<file path="src/rtl/fft_result_streamer_if.sv">
// UART transmit handshake between the FFT result streamer and a byte-wide UART.
// Member names are written from the streamer's point of view.
interface fft_result_streamer_if;
  logic [7:0] o_tx_byte;
  logic       o_tx_start;
  logic       i_tx_done;

  modport master (
    output o_tx_byte,
    output o_tx_start,
    input  i_tx_done
  );

  modport slave (
    input  o_tx_byte,
    input  o_tx_start,
    output i_tx_done
  );
endinterface

</file>
<file path="src/rtl/fft_result_streamer.sv">
// Captures one frame of complex FFT results and streams it byte by byte to a UART,
// optionally preceded by a header byte. Captures arriving mid-frame are dropped and flagged.
module fft_result_streamer #(
  parameter int         WORD_SIZE   = 16,
  parameter int         N_POINTS    = 2,
  parameter int         HEADER_EN   = 1,
  parameter logic [7:0] HEADER_BYTE = 8'hA5,
  parameter int         MSB_FIRST   = 0
) (
  input  logic                            i_clk,
  input  logic                            w_rst,
  input  logic                            i_capture,
  input  logic [N_POINTS*2*WORD_SIZE-1:0] i_data,
  fft_result_streamer_if.master           tx,
  output logic                            o_busy,
  output logic                            o_frame_done,
  output logic                            o_overrun
);

  localparam int BPW     = WORD_SIZE / 8;
  localparam int HDR     = (HEADER_EN != 0) ? 1 : 0;
  localparam int N_WORDS = 2 * N_POINTS;
  localparam int NBYTES  = HDR + N_WORDS * BPW;
  localparam int DATA_W  = N_WORDS * WORD_SIZE;
  localparam int IDX_W   = $clog2(NBYTES + 1);
  localparam logic [IDX_W-1:0] LAST_IDX = IDX_W'(NBYTES - 1);

  typedef enum logic [1:0] {
    ST_IDLE,
    ST_SEND,
    ST_WAIT,
    ST_DONE
  } state_t;

  state_t            r_state;
  state_t            w_next_state;
  logic [DATA_W-1:0] r_buf;
  logic [IDX_W-1:0]  r_idx;
  logic              r_overrun;

  logic              w_accept;
  logic              w_advance;
  logic              w_last;
  logic              w_tx_start;
  logic              w_busy;
  logic              w_frame_done;
  logic [7:0]        w_sel_byte;
  logic [7:0]        w_frame_bytes [NBYTES];

  assign w_accept  = (r_state == ST_IDLE) && i_capture;
  assign w_advance = (r_state == ST_WAIT) && tx.i_tx_done;
  assign w_last    = (r_idx == LAST_IDX);

  // Frame layout as a flat byte array: optional header, then re/im words in point order.
  generate
    if (HDR == 1) begin : g_hdr
      assign w_frame_bytes[0] = HEADER_BYTE;
    end
    for (genvar gw = 0; gw < N_WORDS; gw++) begin : g_word
      for (genvar gb = 0; gb < BPW; gb++) begin : g_byte
        localparam int LANE = (MSB_FIRST != 0) ? (BPW - 1 - gb) : gb;
        assign w_frame_bytes[HDR + gw*BPW + gb] = r_buf[gw*WORD_SIZE + LANE*8 +: 8];
      end
    end
  endgenerate

  // State register.
  always_ff @(posedge i_clk or posedge w_rst) begin
    // NOTE: sequential state uses non-blocking assignments so every register
    // samples the pre-edge values regardless of process ordering.
    if (w_rst) begin
      r_state <= ST_IDLE;
    end else begin
      r_state <= w_next_state;
    end
  end

  // Next-state logic.
  always_comb begin
    // NOTE: default assignment first, so no path through the case leaves the
    // signal unassigned and infers a latch.
    w_next_state = r_state;
    case (r_state)
      ST_IDLE: if (i_capture) w_next_state = ST_SEND;
      ST_SEND: w_next_state = ST_WAIT;
      ST_WAIT: if (tx.i_tx_done) w_next_state = w_last ? ST_DONE : ST_SEND;
      ST_DONE: w_next_state = ST_IDLE;
      default: w_next_state = ST_IDLE;
    endcase
  end

  // Frame buffer, byte index and sticky overrun flag.
  always_ff @(posedge i_clk or posedge w_rst) begin
    // NOTE: the frame buffer is reset too, so the byte mux never presents X
    // and a reset mid-frame leaves no stale data behind.
    if (w_rst) begin
      r_buf     <= '0;
      r_idx     <= '0;
      r_overrun <= 1'b0;
    end else begin
      if (w_accept) begin
        r_buf <= i_data;
        r_idx <= '0;
      end else if (w_advance && !w_last) begin
        r_idx <= r_idx + IDX_W'(1);
      end
      if (i_capture && (r_state != ST_IDLE)) begin
        r_overrun <= 1'b1;
      end
    end
  end

  // Byte currently addressed by the index; only buffer and index feed it.
  always_comb begin
    w_sel_byte = 8'h00;
    for (int i = 0; i < NBYTES; i++) begin
      if (r_idx == IDX_W'(i)) w_sel_byte = w_frame_bytes[i];
    end
  end

  // Output decode from the current state.
  always_comb begin
    w_tx_start   = 1'b0;
    w_busy       = 1'b1;
    w_frame_done = 1'b0;
    case (r_state)
      ST_IDLE: w_busy       = 1'b0;
      ST_SEND: w_tx_start   = 1'b1;
      ST_DONE: w_frame_done = 1'b1;
      default: ;
    endcase
  end

  // The byte is forced to zero in IDLE so reset drives every output low.
  assign tx.o_tx_byte  = w_busy ? w_sel_byte : 8'h00;
  assign tx.o_tx_start = w_tx_start;
  assign o_busy        = w_busy;
  assign o_frame_done  = w_frame_done;
  assign o_overrun     = r_overrun;

endmodule

</file>
<file path="src/flat_wrapper.sv">
// flat-port wrapper written by rule: the top's interface ports become plain ports
module fft_result_streamer_flat 
#(
  parameter int         WORD_SIZE   = 16,
  parameter int         N_POINTS    = 2,
  parameter int         HEADER_EN   = 1,
  parameter logic [7:0] HEADER_BYTE = 8'hA5,
  parameter int         MSB_FIRST   = 0
)
  (i_clk, w_rst, i_capture, i_data, o_busy, o_frame_done, o_overrun, tx_o_tx_byte, tx_o_tx_start, tx_i_tx_done);
  fft_result_streamer_if tx_i ();
  input  logic i_clk;
  input  logic w_rst;
  input  logic i_capture;
  input  logic [N_POINTS*2*WORD_SIZE-1:0] i_data;
  output logic o_busy;
  output logic o_frame_done;
  output logic o_overrun;
  output wire logic [$bits(tx_i.o_tx_byte)-1:0] tx_o_tx_byte;
  output wire logic [$bits(tx_i.o_tx_start)-1:0] tx_o_tx_start;
  input wire logic [$bits(tx_i.i_tx_done)-1:0] tx_i_tx_done;
  assign tx_o_tx_byte = tx_i.o_tx_byte;
  assign tx_o_tx_start = tx_i.o_tx_start;
  assign tx_i.i_tx_done = tx_i_tx_done;
  fft_result_streamer #(.WORD_SIZE(WORD_SIZE), .N_POINTS(N_POINTS), .HEADER_EN(HEADER_EN), .HEADER_BYTE(HEADER_BYTE), .MSB_FIRST(MSB_FIRST)) u_core (.i_clk(i_clk), .w_rst(w_rst), .i_capture(i_capture), .i_data(i_data), .tx(tx_i), .o_busy(o_busy), .o_frame_done(o_frame_done), .o_overrun(o_overrun));
endmodule
</file>
<file path="config.mk">
export PLATFORM = sky130hd
export DESIGN_NAME = fft_result_streamer_flat
export DESIGN_NICKNAME = d
export VERILOG_FILES = /design/src/rtl/fft_result_streamer_if.sv /design/src/rtl/fft_result_streamer.sv /design/src/flat_wrapper.sv
export SDC_FILE = /design/constraint.sdc
export NUM_CORES = 1
export LEC_CHECK = 0
export CORE_MARGIN = 1
export CORE_UTILIZATION = 39
export DETAILED_ROUTE_END_ITERATION = 12
export PLACE_DENSITY = 0.62
export SLEW_MARGIN = 10
export SYNTH_ARGS = -nofsm -noshare
export SYNTH_HDL_FRONTEND = slang
export SYNTH_SLANG_ARGS = --single-unit
</file>
<file path="constraint.sdc">
create_clock -name i_clk -period 5.03 [get_ports i_clk]
set_input_delay 1.006 -clock i_clk [delete_from_list [all_inputs] [get_ports i_clk]]
set_output_delay 1.006 -clock i_clk [all_outputs]
set_load 0.01 [all_outputs]
</file>
==> results of run 1 <==
power breakdown:
part	switching (mW)	internal, mW
combinational	0.581	0.449
sequential	0.202	0.832
clock	0.220	0.326
kinds of logic after synthesis:
kind of cell	count (synthesis)	share of synthesized area, %
compound gates	66	12.6
xor+xnor	1	0.249
fa+ha+maj	4	1.42
buf+inv	36	4.76
flops	71	50.4
mux	2	0.568
simple gates	251	29.9
routing by layer:
layer,up-vias,track usage (%),share of wire (%)
met5,-,0,0
met4,0,8.96,2.4
met3,22,4.70,4.1
met2,82,33.5,44
met1,1471,31.3,49
li1,1550,-,-
placed cells by master, fill, tap and decap left out, types with 3 or more instances in the layout:
master / n
dfrtp_1: 71
buf_4: 4
a221o_1: 4
nand3_1: 10
clkbuf_8: 9
a311oi_1: 4
ha_1: 4
or3_1: 3
o211ai_1: 5
o21ai_0: 9
nor2_1: 12
clkdlybuf4s50_1: 79
nor2b_1: 4
a221oi_1: 6
nand2_1: 199
o21ai_1: 7
inv_1: 9
a2bb2oi_1: 4
nand3b_1: 7
bufinv_16: 3
nor3b_1: 5
a21oi_1: 15
critical path: cells and delay by family (launching register included):
kind | cells | cell delay (ns)
and+or+nand+nor | 2 | 0.38
buffers and inverters | 2 | 0.69
adders and majority gates | 1 | 0.75
DFF | 1 | 0.42
AOI/OAI and AO/OA | 2 | 0.40
area by class of cell:
cell class,count,area (um2),share of cell area [%]
clock buffer,9,124,2.70
clock inverter,6,110,2.40
inverter,10,37.5,0.819
multi-input combinational,324,1580,34.5
sequential,71,1780,38.8
tap,108,135,2.95
timing repair buffer,83,821,17.9
registers in the layout, summed over array words and instances, names as in the netlist:
name / count
u_core.o_overrun: 1
u_core.r_buf: 64
u_core.r_idx: 4
u_core.r_state: 2
stage by stage:
step	total power [mW]	utilization [%]
floorplan	1.66	-
global placement	2.06	49.9
detailed placement	2.07	49.9
CTS	2.63	52.6
global route	2.81	52.6
finish	2.61	52.6
how the worst min path moves through the flow:
stage               cells past startpoint        startpoint  slack (ns)          endpoint
finish                                  1  u_core.o_overrun        0.47  u_core.o_overrun
global route                            1  u_core.o_overrun        0.49  u_core.o_overrun
CTS                                     1  u_core.o_overrun        0.46  u_core.o_overrun
detailed placement                      1  u_core.o_overrun        0.45  u_core.o_overrun
global placement                        1  u_core.o_overrun        0.44  u_core.o_overrun
floorplan                               2  u_core.r_buf[24]        0.44  u_core.r_buf[24]
==> reports/metrics.sh, run 1 <==
R2R-START='u_core.r_state[0]'
PIN_COUNT=80
R2R_SETUP_SLACK_NS=2.83
FP.DIEAREA_UM2=9410
DRC=0
CORE_REGION_AREA_UM2=8720
CLOCK_TREE_FROM_TRITONCTS='done'
GRT_START_MAX_NET_PINS=51
PORT_BUFFERS=79
POST_ROUTE_SETUP_SLACK_NS=1.03
FINAL_CELL_COUNT_NO_FILL=611
CTSHTREEMAXLEVEL=3
CHIPHEIGHT_UM=97.0
CRIT_PATH_TOP_DELAY_CELL='ha_1'
POSTCTSHOLDBUFS=0
VIAS_PER_CELL=5.11
SLEW-LIMIT-HEADROOM_PCT=27.3
GR-TOTAL-OVERFLOW=0
YS.FLOP_TYPE='dfrtp_1'
PLACE.DETAILED.INSTANCES=596
SEQ_AREA_FRAC_SYNTH_PCT=50.4
START_UTIL_PCT=40.4
STATUS='completed'
NUMBER_OF_FLOPS_MAPPED_TO_ENABLE_CELLS_BY_YOSYS=0
FIN_TNS_SETUP_NS=0
SYNTH.MOST_COMMON_CELL='nand2_1'
LAYOUT.CELL_AREA.NON_FILLER_UM2=4580
INSERTEDDIODECOUNT=0
SYNTH_CELL_TYPE_COUNT=35
ROUTED_WL_UM=9770
POST_CTS_BUFFERS=0
GRT_PASS1_VIAS=3214
DRT_ITER0_DRC=151
POWER_PER_UNIT_OF_STANDARD_CELL_AREA_nW_PER_UM2=569
SERIES_OF_CELL_INSTANCES_ALONG_THE_CRITICAL_PATH='inv_1 > ha_1 > nor2_2 > a311oi_1 > a311oi_1 > nor3_1 > clkdlybuf4s50_1'
YOSYS_REGISTER_BITS=71
NETS=571
SETUP_VIOLATING_ENDPOINT_COUNT_IN_THE_FINAL_REPORT=0
TIMING.SETUP.CRITICAL_PATH_CLASS='register to output pin'
CORE.ROWCOUNT=34
FINAL.FILL_COUNT=868
GRT_PASS1_WL_UM=16500
PATH_MAX_FANOUT=24
MAX_STAGE_DELAY_NS=0.75
REG2REG_DEPTH=5
DRT_PASS1_ITERATIONS=4
TIMING.CRITICAL_PATH.FROM='u_core.r_idx[0]'
FINCLKSKEW_NS=0.00441
PLACEDINSTANCEAREA_UM2=4350
CLOCK-SINKS=71
PERIOD_NEEDED_NS=4.00
SYNTHESIS.NETS=503
AREA_DELTA_SYNTH_FINAL_PCT=30.1
ENDPOINT='tx_o_tx_byte[7]'
GRT_SETUP_UNREPAIRED='no'
DRV_CAP=0
FINAL.PERIOD_UTILIZATION_PCT=79.6
CTS_ROOT_BUF='clkbuf_8'
VDD.IR_DROP.WORST_mV=0.197
YOSYS_WARNINGS=0
ANTENNA_LEFT=0
R2R-END='u_core.r_buf[13]'
YOSYSTOPAREACELLSHARE_PCT=50.4
PLACE_WORST_SETUP_SLACK_NS=1.40
REQUIRED_NS=4.02
WORST_HOLD_SLACK_ACROSS_ALL_ENDPOINTS_NS=0.466
DRIVE_ABOVE_1_SHARE_PCT=4.97
HOLD_PATH_CLASS='register to register'
NUM_VIAS=3125
PATH_CLK_SLEW_NS=0.07
WORST-ENDPOINT-ARRIVAL_NS=3.00
MAXSLEWVIOLCOUNT=0
SYNTH-ASYNC-RESET-RATIO_PCT=100
INSERTION_DELAY_NS=0.35
CPMOSTUSEDCELL='a311oi_1'
CTS_REPAIR_RESIZE_COUNT=0
AVERAGE_CELL_AREA_AFTER_SYNTHESIS_UM2=8.17
GPL.FINAL_WEIGHTED_CONGESTION=0.866
SYNTHDOMINANTAREACELLTYPE='dfrtp_1'
GRT_ANTENNA_BEFORE_REPAIR=0
DRT-WIRELENGTH-PER-CELL_UM=16.0
LEAKAGE_POWER_nW=2.12
SYNTH_TOP_CELLS_BY_AREA='dfrtp_1 50%, nand2_1 21%, a21oi_1 2.1%'
WORSTMARGINPINSLEW_NS=1.09
POSTSYNTHCELLCOUNT=431
TIMING.FINAL.HOLD_VIOLATIONS=0
GLOBALROUTETOTALUTIL_PCT=22.3
CTS_BUFFERS=9
DP.FINAL_HPWL_UM=6830
WORST_SETUP_PATH_START_KIND='register'
SETUP.WORST_PATH.END_CLASS='output pin'
FMAX_MHz=250
MAX-CLOCK-PATH-BUFFERS=2
HORIZONTAL_DIE_DIMENSION_UM=97.0
SYNTH_COMMON_CELLS='199 x nand2_1, 71 x dfrtp_1, 15 x a21oi_1'
SYN-CELL-AREA_UM2=3520
Power figures use the tool's default switching activity.
==> inputs of run 2 (changes only) <==
==> constraint.sdc (replaced) <==
create_clock -name i_clk -period 4.05 [get_ports i_clk]
set_input_delay 0.81 -clock i_clk [delete_from_list [all_inputs] [get_ports i_clk]]
set_output_delay 0.81 -clock i_clk [all_outputs]
set_load 0.01 [all_outputs]
==> reports/metrics.sh, run 2 (synthesis results as in run 1) <==
NUM_VIAS=3084
SLEW-LIMIT-HEADROOM_PCT=41.6
MAX-CLOCK-PATH-BUFFERS=2
FINAL.PERIOD_UTILIZATION_PCT=93.3
VDD.IR_DROP.WORST_mV=0.257
CHIPHEIGHT_UM=97.0
PATH_MAX_FANOUT=25
DRT_ITER0_DRC=133
R2R_SETUP_SLACK_NS=1.97
NETS=573
INTERNAL_DISSIPATION_mW=1.91
CTS_REPAIR_RESIZE_COUNT=0
SETUP.WORST_PATH.END_CLASS='output pin'
REG2REG_DEPTH=5
PERIOD_NEEDED_NS=3.78
PWR-SHARE-SEQ_PCT=41.4
PIN_COUNT=80
DRC=0
ROUTED_WL_UM=9670
INSERTION_DELAY_NS=0.35
GPL.FINAL_WEIGHTED_CONGESTION=0.932
TIMING.HOLD.WORST.START='u_core.o_overrun'
CLKPWRFRAC_PCT=18.0
WORST_SETUP_PATH_START_KIND='register'
WORST_HOLD_SLACK_ACROSS_ALL_ENDPOINTS_NS=0.462
DRIVE_ABOVE_1_SHARE_PCT=5.15
GRT_PASS1_WL_UM=16100
STATUS='completed'
PATH_BUF_INV=2
REGISTERS.TOP_BY_FF_COUNT='u_core.r_buf'
POSTCTSHOLDBUFS=0
POST_CTS_BUFFERS=0
COMBPWRFRAC_PCT=40.6
CORE_REGION_AREA_UM2=8720
CTSHTREEMAXLEVEL=3
GRT_SETUP_UNREPAIRED='no'
REQUIRED_NS=3.24
CTS_BUFFERS=9
FP.DIEAREA_UM2=9410
FIN_TNS_SETUP_NS=0
POWER_PER_UNIT_OF_STANDARD_CELL_AREA_nW_PER_UM2=689
R2R-END='u_core.r_buf[46]'
GRT_START_MAX_NET_PINS=72
LEAKAGE_POWER_nW=2.12
LARGEST_REGISTER_FFS=64
CP_TOP_FAMILY='adder cells'
SETUP_VIOLATING_ENDPOINT_COUNT_IN_THE_FINAL_REPORT=0
DRT_PASS1_ITERATIONS=4
DP.FINAL_HPWL_UM=6870
WORST-ENDPOINT-ARRIVAL_NS=2.97
SW_FRAC_OF_TOTAL_PCT=39.3
GRT_PASS1_VIAS=3112
WORST_HOLD_PATH.NUM_CELLS=1
MAX_STAGE_DELAY_NS=0.70
AREA_DELTA_SYNTH_FINAL_PCT=29.5
CTS_ROOT_BUF='clkbuf_8'
PATH_CLK_SLEW_NS=0.07
CORE.ROWCOUNT=34
MOST-COMMON-LAYOUT-CELLS='199 x nand2_1, 79 x clkdlybuf4s50_1, 71 x dfrtp_1, 15 x a21oi_1, 12 x nor2_1'
ANTENNA_LEFT=0
NET-SWITCHING-POWER_mW=1.24
DRV_CAP=0
START_UTIL_PCT=40.4
HOLD-PATH-ENDPOINT='u_core.o_overrun'
CLOCK_TREE_FROM_TRITONCTS='done'
MET3ROUTEDLENGTH_UM=419
TIMING.FINAL.HOLD_VIOLATIONS=0
PORT_BUFFERS=79
INSERTEDDIODECOUNT=0
ROUTED.TOP_LAYER='met4'
DRT-WIRELENGTH-PER-CELL_UM=15.8
FINCLKSKEW_NS=0.0111
FINAL.FILL_COUNT=863
TIMING.SETUP.CRITICAL_PATH_CLASS='register to output pin'
BIGGESTREGSBYFLOPS='u_core.r_buf (64), u_core.r_idx (4), u_core.r_state (2)'
MAXSLEWVIOLCOUNT=0
WORSTMARGINPINSLEW_NS=0.876
R2R-START='u_core.r_state[0]'
GRT_ANTENNA_BEFORE_REPAIR=0
HOLD_PATH_CLASS='register to register'
GLOBALROUTETOTALUTIL_PCT=21.9
CLOCK-SINKS=71
ROUTED_LENGTH_ON_MET1_UM=4610
MET2WIRELENGTH_UM=4480
HORIZONTAL_DIE_DIMENSION_UM=97.0
GR-TOTAL-OVERFLOW=0
SERIES_OF_CELL_INSTANCES_ALONG_THE_CRITICAL_PATH='inv_1 > ha_1 > nand2b_1 > nand3_1 > a311oi_1 > nor3_1 > clkdlybuf4s50_1'
VIAS_PER_CELL=5.03
CRIT_PATH_TOP_DELAY_CELL='ha_1'
FMAX_MHz=265
LAYOUT.CELLS.MOST_COMMON='nand2_1'
## run 2: changes by cell type in the layout (fill, tap and decap cells not counted)
cell        change
buf_4           +2
bufinv_16       -2
clkbuf_8        +2
clkbuf_1        +1
clkinvlp_4      -1
## run 2: power groups by stage
| stage | clock network [mW] | logic [mW] | registers (mW) |
|---|---|---|---|
| 6_report | 0.567 | 1.28 | 1.30 |
| 5_1_grt | 0.620 | 1.43 | 1.34 |
| 4_1_cts | 0.580 | 1.29 | 1.30 |
| 3_5_place_dp | 0 | 1.28 | 1.31 |
| 3_3_place_gp | 0 | 1.25 | 1.32 |
| 2_1_floorplan | 0 | 0.886 | 1.18 |
## run 2: area by class of cell
class                      instances  area (um2)  area share [%]
inverter                          10        37.5           0.823
timing repair buffer              85         836            18.3
clock buffer                      12         155            3.40
clock inverter                     3        42.5           0.933
sequential                        71        1780            38.9
tap                              108         135            2.96
multi-input combinational        324        1580            34.6
## run 2: worst max-delay path by stage
| stage | from | to | depth (start not counted) |
|---|---|---|---|
| after CTS | u_core.r_idx[1] | tx_o_tx_byte[2] | 7 |
| final | u_core.r_idx[1] | tx_o_tx_byte[2] | 7 |
| after detailed placement | u_core.r_idx[1] | tx_o_tx_byte[2] | 7 |
| after global placement | u_core.r_idx[1] | tx_o_tx_byte[2] | 7 |
| after floorplan | w_rst | u_core.o_overrun | 1 |
| after global routing | u_core.r_idx[1] | tx_o_tx_byte[7] | 7 |
## run 2: through the flow
| step | instance area (um2) | total power [mW] | cells | setup WS [ns] | util (%) |
|---|---|---|---|---|---|
| floorplan | 3520 | 2.07 | 431 | 1.44 | - |
| global placement | 4360 | 2.57 | 598 | 0.703 | 50.0 |
| detailed placement | 4360 | 2.59 | 598 | 0.676 | 50.0 |
| CTS | 4560 | 3.17 | 613 | 0.296 | 52.3 |
| global route | 4560 | 3.38 | 613 | 0.122 | 52.3 |
| finish | 4560 | 3.15 | 613 | 0.270 | 52.3 |
## run 2: worst register-to-register path: stages (launching register included)
cell	delay [ns]
dfrtp_1	0.43
nor2_2	0.28
and2_2	0.72
buf_4	0.41
nand2_1	0.11
nand2_1	0.06
## run 2: metal layers
| metal | vias up | GRT usage [%] |
|---|---|---|
| met5 | - | 0 |
| met4 | 0 | 6.77 |
| met3 | 15 | 5.49 |
| met2 | 83 | 33.9 |
| met1 | 1427 | 30.2 |
| li1 | 1559 | - |
